===== src/rtl/ps2_voice_allocator_pkg.sv =====
// Shared types and constants for the PS/2 voice allocator.
// Scancode note table: C4..B5, Q24.8 Hz.
package ps2_voice_allocator_pkg;

  localparam int VOICES = 8;
  localparam int IDX_W  = $clog2(VOICES);
  localparam int VOL_W  = 16;
  localparam int FREQ_W = 32;
  localparam int NOTES  = 24;

  typedef enum logic [1:0] {
    V_IDLE,
    V_ATTACK,
    V_SUSTAIN,
    V_RELEASE
  } voice_state_t;

  typedef enum logic [1:0] {
    E_WAIT,
    E_DECODE,
    E_APPLY
  } evt_state_t;

  typedef struct packed {
    logic              valid;
    logic [FREQ_W-1:0] freq;
  } note_t;

  localparam logic [7:0] NOTE_CODE [NOTES] = '{
    8'h1A, 8'h1B, 8'h22, 8'h23, 8'h21, 8'h2A,
    8'h34, 8'h32, 8'h33, 8'h31, 8'h3B, 8'h3A,
    8'h15, 8'h1E, 8'h1D, 8'h26, 8'h24, 8'h2D,
    8'h2E, 8'h2C, 8'h36, 8'h35, 8'h3D, 8'h3C
  };

  localparam logic [FREQ_W-1:0] NOTE_FREQ [NOTES] = '{
    32'd66977,  32'd70959,  32'd75178,  32'd79649,
    32'd84385,  32'd89402,  32'd94719,  32'd100351,
    32'd106318, 32'd112640, 32'd119338, 32'd126434,
    32'd133952, 32'd141918, 32'd150356, 32'd159297,
    32'd168769, 32'd178805, 32'd189437, 32'd200702,
    32'd212636, 32'd225280, 32'd238676, 32'd252868
  };

  function automatic note_t note_lookup(input logic [7:0] code);
    note_t n;
    n = '0;
    for (int i = 0; i < NOTES; i++) begin
      if (NOTE_CODE[i] == code) begin
        n.valid = 1'b1;
        n.freq  = NOTE_FREQ[i];
      end
    end
    return n;
  endfunction

endpackage


===== src/rtl/ps2_voice_allocator_if.sv =====
// Key event in, per-voice frequency/volume arrays out.
// master = key source / synth side, slave = allocator.
interface ps2_voice_allocator_if;
  import ps2_voice_allocator_pkg::*;

  logic [10:0]       ps2_key;
  logic [FREQ_W-1:0] frequencies   [VOICES];
  logic [31:0]       voice_volumes [VOICES];

  modport master (
    output ps2_key,
    input  frequencies,
    input  voice_volumes
  );

  modport slave (
    input  ps2_key,
    output frequencies,
    output voice_volumes
  );
endinterface


===== src/rtl/ps2_voice_allocator_note_rom.sv =====
// Registered scancode -> note frequency lookup.
// One cycle from code to {valid, freq}.
module ps2_note_rom
  import ps2_voice_allocator_pkg::*;
(
  input  logic       clk,
  input  logic       reset,
  input  logic [7:0] i_code,
  output note_t      o_note
);

  note_t r_note;

  // register the table lookup
  always_ff @(posedge clk or posedge reset) begin
    if (reset) r_note <= '0;
    else       r_note <= note_lookup(i_code);
  end

  assign o_note = r_note;

endmodule


===== src/rtl/ps2_voice_allocator.sv =====
// PS/2 key events -> voice allocation + linear ASR envelopes.
// Toggle is synchronised; payload is read once the toggle is seen.
module ps2_voice_allocator
  import ps2_voice_allocator_pkg::*;
#(
  parameter int              ENV_DIV      = 960,
  parameter logic [VOL_W-1:0] ATTACK_STEP = 16'd2048,
  parameter logic [VOL_W-1:0] RELEASE_STEP = 16'd512,
  parameter logic [VOL_W-1:0] VOL_MAX     = 16'hFFFF
) (
  input logic clk,
  input logic reset,
  ps2_voice_allocator_if.slave bus
);

  localparam int DIV_W = (ENV_DIV > 1) ? $clog2(ENV_DIV) : 1;

  logic             r_tog_s1;
  logic             r_tog_s2;
  logic             r_tog_ref;
  logic             r_primed;
  logic             r_pressed;
  logic             r_ext;
  logic [7:0]       r_code;
  evt_state_t       r_evt;
  evt_state_t       w_evt_nxt;
  logic             w_toggle;
  logic             w_latch;
  logic             w_apply;
  note_t            w_note;
  logic [DIV_W-1:0] r_div;
  logic             w_tick;
  logic [IDX_W-1:0] r_rr;
  logic             w_rr_adv;

  voice_state_t     w_st  [VOICES];
  logic [7:0]       w_key [VOICES];

  logic             w_act_hit;
  logic [IDX_W-1:0] w_act_idx;
  logic             w_rel_hit;
  logic [IDX_W-1:0] w_rel_idx;
  logic             w_idle_any;
  logic [IDX_W-1:0] w_idle_idx;
  logic             w_relv_any;
  logic [IDX_W-1:0] w_relv_idx;
  logic             w_ok;
  logic [VOICES-1:0] w_sel_new;
  logic [VOICES-1:0] w_sel_retrig;
  logic [VOICES-1:0] w_sel_rel;

  // toggle synchroniser; free-running so it has settled when reset drops
  always_ff @(posedge clk) begin
    r_tog_s1 <= bus.ps2_key[10];
    r_tog_s2 <= r_tog_s1;
  end

  assign w_toggle = r_primed && (r_tog_s2 != r_tog_ref);

  // prime toggle reference once, then latch the event payload
  always_ff @(posedge clk or posedge reset) begin
    if (reset) begin
      r_primed  <= 1'b0;
      r_tog_ref <= 1'b0;
      r_pressed <= 1'b0;
      r_ext     <= 1'b0;
      r_code    <= '0;
    end else if (!r_primed) begin
      r_primed  <= 1'b1;
      r_tog_ref <= r_tog_s2;
    end else if (w_latch) begin
      r_tog_ref <= r_tog_s2;
      r_pressed <= bus.ps2_key[9];
      r_ext     <= bus.ps2_key[8];
      r_code    <= bus.ps2_key[7:0];
    end
  end

  // event FSM state register
  always_ff @(posedge clk or posedge reset) begin
    if (reset) r_evt <= E_WAIT;
    else       r_evt <= w_evt_nxt;
  end

  // event FSM next state and strobes
  always_comb begin
    w_evt_nxt = r_evt;
    w_latch   = 1'b0;
    w_apply   = 1'b0;
    unique case (r_evt)
      E_WAIT: begin
        if (w_toggle) begin
          w_latch   = 1'b1;
          w_evt_nxt = E_DECODE;
        end
      end
      E_DECODE: w_evt_nxt = E_APPLY;
      E_APPLY: begin
        w_apply   = 1'b1;
        w_evt_nxt = E_WAIT;
      end
      default: w_evt_nxt = E_WAIT;
    endcase
  end

  ps2_note_rom u_rom (
    .clk    (clk),
    .reset  (reset),
    .i_code (r_code),
    .o_note (w_note)
  );

  // envelope tick divider
  always_ff @(posedge clk or posedge reset) begin
    if (reset)       r_div <= '0;
    else if (w_tick) r_div <= '0;
    else             r_div <= r_div + 1'b1;
  end

  assign w_tick = (r_div == DIV_W'(ENV_DIV - 1));

  // lowest-index searches over the voice bank
  always_comb begin
    w_act_hit  = 1'b0;
    w_act_idx  = '0;
    w_rel_hit  = 1'b0;
    w_rel_idx  = '0;
    w_idle_any = 1'b0;
    w_idle_idx = '0;
    w_relv_any = 1'b0;
    w_relv_idx = '0;
    for (int v = VOICES - 1; v >= 0; v--) begin
      if (w_key[v] == r_code &&
          (w_st[v] == V_ATTACK || w_st[v] == V_SUSTAIN)) begin
        w_act_hit = 1'b1;
        w_act_idx = IDX_W'(v);
      end
      if (w_key[v] == r_code && w_st[v] == V_RELEASE) begin
        w_rel_hit = 1'b1;
        w_rel_idx = IDX_W'(v);
      end
      if (w_st[v] == V_IDLE) begin
        w_idle_any = 1'b1;
        w_idle_idx = IDX_W'(v);
      end
      if (w_st[v] == V_RELEASE) begin
        w_relv_any = 1'b1;
        w_relv_idx = IDX_W'(v);
      end
    end
  end

  assign w_ok = w_apply && w_note.valid && !r_ext;

  // choose the voice an applied event acts on
  always_comb begin
    w_sel_new    = '0;
    w_sel_retrig = '0;
    w_sel_rel    = '0;
    w_rr_adv     = 1'b0;
    if (w_ok && r_pressed) begin
      if (w_act_hit) begin
        w_rr_adv = 1'b0;
      end else if (w_rel_hit) begin
        w_sel_retrig[w_rel_idx] = 1'b1;
      end else if (w_idle_any) begin
        w_sel_new[w_idle_idx] = 1'b1;
      end else if (w_relv_any) begin
        w_sel_new[w_relv_idx] = 1'b1;
      end else begin
        w_sel_new[r_rr] = 1'b1;
        w_rr_adv        = 1'b1;
      end
    end else if (w_ok && w_act_hit) begin
      w_sel_rel[w_act_idx] = 1'b1;
    end
  end

  // round-robin steal pointer
  always_ff @(posedge clk or posedge reset) begin
    if (reset)
      r_rr <= '0;
    else if (w_rr_adv)
      r_rr <= (r_rr == IDX_W'(VOICES - 1)) ? '0 : r_rr + 1'b1;
  end

  for (genvar gv = 0; gv < VOICES; gv++) begin : g_voice
    voice_state_t      r_st;
    logic [VOL_W-1:0]  r_vol;
    logic [FREQ_W-1:0] r_freq;
    logic [7:0]        r_key;
    logic [VOL_W:0]    w_sum;

    assign w_sum = {1'b0, r_vol} + {1'b0, ATTACK_STEP};

    // event updates override the envelope tick on this voice
    always_ff @(posedge clk or posedge reset) begin
      if (reset) begin
        r_st   <= V_IDLE;
        r_vol  <= '0;
        r_freq <= '0;
        r_key  <= '0;
      end else if (w_sel_new[gv]) begin
        r_st   <= V_ATTACK;
        r_vol  <= '0;
        r_freq <= w_note.freq;
        r_key  <= r_code;
      end else if (w_sel_retrig[gv]) begin
        r_st <= V_ATTACK;
      end else if (w_sel_rel[gv]) begin
        r_st <= V_RELEASE;
      end else if (w_tick) begin
        unique case (r_st)
          V_ATTACK: begin
            if (w_sum >= {1'b0, VOL_MAX}) begin
              r_vol <= VOL_MAX;
              r_st  <= V_SUSTAIN;
            end else begin
              r_vol <= w_sum[VOL_W-1:0];
            end
          end
          V_RELEASE: begin
            if (r_vol <= RELEASE_STEP) begin
              r_vol  <= '0;
              r_st   <= V_IDLE;
              r_freq <= '0;
              r_key  <= '0;
            end else begin
              r_vol <= r_vol - RELEASE_STEP;
            end
          end
          V_IDLE, V_SUSTAIN: r_st <= r_st;
        endcase
      end
    end

    assign w_st[gv]  = r_st;
    assign w_key[gv] = r_key;
    assign bus.frequencies[gv]   = r_freq;
    assign bus.voice_volumes[gv] = {{(32 - VOL_W){1'b0}}, r_vol};
  end

endmodule


===== src/flat_wrapper.sv =====
// flat-port wrapper written by rule: the top's interface ports become plain ports
module ps2_voice_allocator_flat import ps2_voice_allocator_pkg::*;
#(
  parameter int              ENV_DIV      = 960,
  parameter logic [VOL_W-1:0] ATTACK_STEP = 16'd2048,
  parameter logic [VOL_W-1:0] RELEASE_STEP = 16'd512,
  parameter logic [VOL_W-1:0] VOL_MAX     = 16'hFFFF
)
  (clk, reset, bus_ps2_key, bus_frequencies, bus_voice_volumes);
  ps2_voice_allocator_if bus_i ();
  input logic clk;
  input logic reset;
  input wire logic [$bits(bus_i.ps2_key)-1:0] bus_ps2_key;
  output wire logic [$bits(bus_i.frequencies)-1:0] bus_frequencies;
  output wire logic [$bits(bus_i.voice_volumes)-1:0] bus_voice_volumes;
  assign bus_i.ps2_key = bus_ps2_key;
  assign bus_frequencies = {>>{bus_i.frequencies}};
  assign bus_voice_volumes = {>>{bus_i.voice_volumes}};
  ps2_voice_allocator #(.ENV_DIV(ENV_DIV), .ATTACK_STEP(ATTACK_STEP), .RELEASE_STEP(RELEASE_STEP), .VOL_MAX(VOL_MAX)) u_core (.clk(clk), .reset(reset), .bus(bus_i));
endmodule

===== config.mk =====
export PLATFORM = sky130hd
export DESIGN_NAME = ps2_voice_allocator_flat
export DESIGN_NICKNAME = d
export VERILOG_FILES = /design/src/rtl/ps2_voice_allocator_pkg.sv /design/src/rtl/ps2_voice_allocator_if.sv /design/src/rtl/ps2_voice_allocator_note_rom.sv /design/src/rtl/ps2_voice_allocator.sv /design/src/flat_wrapper.sv
export SDC_FILE = /design/constraint.sdc
export NUM_CORES = 1
export LEC_CHECK = 0
export ABC_AREA = 1
export ABC_CLOCK_PERIOD_IN_PS = 17500
export CORE_MARGIN = 8
export CORE_UTILIZATION = 55
export DETAILED_ROUTE_END_ITERATION = 10
export PLACE_DENSITY = 0.92
export SETUP_SLACK_MARGIN = 0.1
export SYNTH_ARGS = -nofsm -noshare
export SYNTH_HDL_FRONTEND = slang
export SYNTH_SLANG_ARGS = --single-unit
export TNS_END_PERCENT = 1

===== constraint.sdc =====
create_clock -name clk -period 17.5 [get_ports clk]
set_input_delay 2.625 -clock clk [delete_from_list [all_inputs] [get_ports clk]]
set_output_delay 2.625 -clock clk [all_outputs]
set_load 0.1 [all_outputs]

==> implementation parameters <==
Parameter                              Value

Worst setup path
  Endpoint of the most critical register-to-register path ... u_core.g_voice[4].r_st[0]
  Reg-to-reg startpoint ... u_core.r_code[1]
  Critical path class ... flop to output port
  Required time of the critical path ... 14.88 ns
  Worst Path Buf+Inv ... 1
  Arrival time reported for the critical path endpoint ... 2.41 ns
  Number of cell instances on the worst register-to-register path ... 12
  Cell class contributing the biggest share of worst-path delay ... buffers and inverters
  Type of element capturing the critical path ... output port
  Worst path max stage delay ... 1.24 ns
  Crit-path cells ... clkdlybuf4s50_1
  Register-to-register setup slack ... 13.15 ns
  Worst-path maximum fanout ... 12
  Slowest cell on the critical path ... sky130_fd_sc_hd__clkdlybuf4s50_1
  Startpoint types ... flop

Drt
  Starting DRC count in detailed routing ... 1794
  Vias post-DR ... 18812
  Aggregate routed wire length ... 62400 um
  Total iterations of the first detailed-routing run ... 6
  Post-route DRC ... 0
  Antenna-violating nets left ... 0
  Routed wirelength normalized by instance count ... 17.4 um
  Drt via density ... 5.24

Floorplan
  Die width ... 215 um
  Area of the core region ... 0.0394 sq mm
  I/O pin count ... 525
  Die outline area ... 0.0462 sq mm
  Effective utilization at floorplan ... 55.3%
  Number of rows in the core area ... 73
  Height of the chip ... 215 um

Timing
  Final count of negative-setup-slack endpoints ... 0
  Maximum clock rate ... 0.199 GHz
  Worst slew margin relative to its limit ... 15.7%
  Number of hold violations in the final report ... 0
  Worst Max-Slew Pin Slew ... 1.26 ns
  Final clock skew ... 0.0171 ns
  Total Negative Setup Slacks ... 0 ns
  Unrepaired setup endpoints after global routing ... false
  Max-slew violation count ... 0
  Final cycle utilization of the critical path ... 28.8%
  Min Tclk post-route ... 5.04 ns

Min path
  Hold Path Cell Cnt ... 0
  Hold-critical path endpoint ... u_core.r_tog_s2
  Worst min-delay path category ... flop to flop
  Hold path startpoint ... u_core.r_tog_s1

Pwr
  Proportion of power drawn by flip-flops and latches ... 40.7%
  Max IR drop VDD ... 101 uV
  Gate power share ... 23.0%
  Power dissipated by switching net loads ... 833 uW
  Internal ... 1380 uW
  Share of power burned in the clock network ... 36.3%
  Switching power share of the total ... 37.6%
  Static Leak ... 0.0124 uW
  Power density cells ... 89.8 mW/mm^2

Placement
  Area of placed instances ... 0.0234 sq mm
  Placed insts ... 3523
  Placer Congestion ... 0.931
  PortBufs ... 284
  DPL Wire Length ... 44300 um

Finish
  Cell area after layout ... 0.0247 sq mm
  Count of non-filler cells in the finished layout ... 3587
  Fraction of final layout cells sized beyond drive strength 1 ... 5.16%
  Final net count ... 3125
  Area Growth Syn to Fin ... 13.3%
  Ant diodes ... 0

Run
  Maximum capacitance violations ... 0

Clocking
  Total of hold buffers inserted after clock tree synthesis ... 0
  Clock transition at the register clock pins on the worst setup and hold paths after CTS ... 0.06 ns
  Post_cts resized ... 0
  Clock insertion delay at the later pin of the skew report ... 0.54 ns
  Num Clock Sinks ... 336
  Library cell used as clock root buffer ... sky130_fd_sc_hd__clkbuf_16
  Clock buffers created by TritonCTS ... 36
  Maximum level of the CTS H-tree ... 2
  Postcts setup bufs ... 0
  Worst-case clock buffer depth ... 3
  Clock tree from TritonCTS ... done

Global route
  First-pass GRT wire length ... 98200 um
  Largest net degree at the start of global routing ... 129
  GR Util All Layers ... 25.8%
  Vias in the first global route ... 18514
  Number of antenna violations at the first check in global routing ... 0
  Total gr overflow ... 0

Logic synthesis
  Most common library cells after synthesis ... sky130_fd_sc_hd__nand2_1, sky130_fd_sc_hd__dfrtp_1, sky130_fd_sc_hd__buf_4
  Area share of the leading cell type in the synthesized netlist ... 38.4%
  Synthesis Warnings ... 0
  Instance count of the mapped netlist ... 2855
  Number of enable flip-flop cells after synthesis ... 0
  Fraction of the yosys area taken by sequential cells ... 38.6%
  Leading cell types by total area after synthesis ... sky130_fd_sc_hd__dfrtp_1, sky130_fd_sc_hd__nand2_1, sky130_fd_sc_hd__buf_4, sky130_fd_sc_hd__ha_1, sky130_fd_sc_hd__inv_1
  Synth area leader ... sky130_fd_sc_hd__dfrtp_1
  Register bit count reported by yosys ... 336
  Syn avg cell area ... 7.62 sq um
  Library cell with the highest instance count after synthesis ... sky130_fd_sc_hd__nand2_1
  Proportion of register bits with asynchronous set or reset after synthesis ... 99.4%
  Primary flip-flop cell chosen by synthesis mapping ... sky130_fd_sc_hd__dfrtp_1
  Post-Syn Area ... 0.0218 sq mm
  Number of distinct library cell variants in the gate-level netlist after synthesis ... 54

Outcome
  Outcome ... complete, no violations
## final cells by class
cell class / count / area [sq um]
clock buffers: 51 / 1050
clock inverters: 13 / 195
fillers: 3138 / 14700
inverters: 263 / 1010
multi-input cells: 2110 / 10500
flip-flops and latches: 336 / 8400
well taps: 525 / 657
repair buffers: 289 / 2880
## cells by family (layout without fill, tap and decap cells)
logic type      Yosys count  after routing  synth area share [%]
compound gates          299            299                  7.46
buf+inv                 648            616                  17.4
xor+xnor                 91             91                  3.70
mux                       3              3                 0.155
other cells               2            241                0.0345
flops                   336            336                  38.6
fa+ha+maj                76             76                  4.37
simple gates           1400           1400                  28.3
## per-stage QoR
step	worst slack [ns]	total power, uW	util, %	hold WS (ns)
final	12.46	2210	62.6	0.358
after global placement	12.64	1410	59.5	0.366
after detailed placement	12.61	1410	59.5	0.346
after floorplan	5.62	1380	-	0.310
after CTS	12.45	2220	62.6	0.357
after global routing	12.41	2290	62.6	0.377
## layer usage
metal,GRT usage [%],wire length [um],up-vias
li1,-,-,8853
met1,31.7,24800,8938
met2,43.6,30100,883
met3,5.56,5060,138
met4,10.4,2420,0
met5,0,0,-
## worst max path at each step
stage	startpoint	end	slack, ns	depth (start not counted)
after CTS	u_core.g_voice[3].r_vol[7]	bus_voice_volumes[136]	12.45	1
final	u_core.g_voice[3].r_vol[7]	bus_voice_volumes[136]	12.46	1
after global routing	u_core.g_voice[3].r_vol[7]	bus_voice_volumes[131]	12.41	1
after global placement	reset	u_core.g_voice[4].r_freq[10]	12.64	3
after floorplan	reset	u_core.g_voice[0].r_freq[0]	5.62	1
after detailed placement	reset	u_core.g_voice[4].r_freq[10]	12.61	3
## power by group through the flow
| stage | registers [uW] | logic (uW) | clock network, uW |
|---|---|---|---|
| after floorplan | 883 | 495 | 0 |
| after global placement | 911 | 496 | 0 |
| after detailed placement | 912 | 501 | 0 |
| after CTS | 899 | 504 | 814 |
| after global routing | 905 | 541 | 846 |
| final | 901 | 509 | 805 |
## flip-flops by register name, indices dropped and copies added (netlist names)
register               flops
u_core.u_rom.o_note       19
u_core.r_primed            1
u_core.g_voice.r_key      64
u_core.r_tog_s1            1
u_core.r_tog_s2            1
u_core.r_evt               2
u_core.r_ext               1
u_core.g_voice.r_vol      64
u_core.r_pressed           1
u_core.r_tog_ref           1
u_core.r_rr                3
u_core.r_code              8
u_core.g_voice.r_freq    144
u_core.g_voice.r_st       16
u_core.r_div              10
## placed cells by master (no fill, tap or decap), types with 36 or more instances in the layout
cell type	synthesis	final
sky130_fd_sc_hd__nand3_1	131	131
sky130_fd_sc_hd__nand4_1	51	51
sky130_fd_sc_hd__inv_1	243	242
sky130_fd_sc_hd__clkbuf_16	0	36
sky130_fd_sc_hd__clkdlybuf4s50_1	0	284
sky130_fd_sc_hd__dfrtp_1	334	334
sky130_fd_sc_hd__nor2_1	195	195
sky130_fd_sc_hd__o21ai_1	49	49
sky130_fd_sc_hd__ha_1	76	76
sky130_fd_sc_hd__xnor2_1	58	58
sky130_fd_sc_hd__nand2_1	892	892
sky130_fd_sc_hd__conb_1	2	241
sky130_fd_sc_hd__o21ai_0	167	167
(Power assumes the default switching activity.)
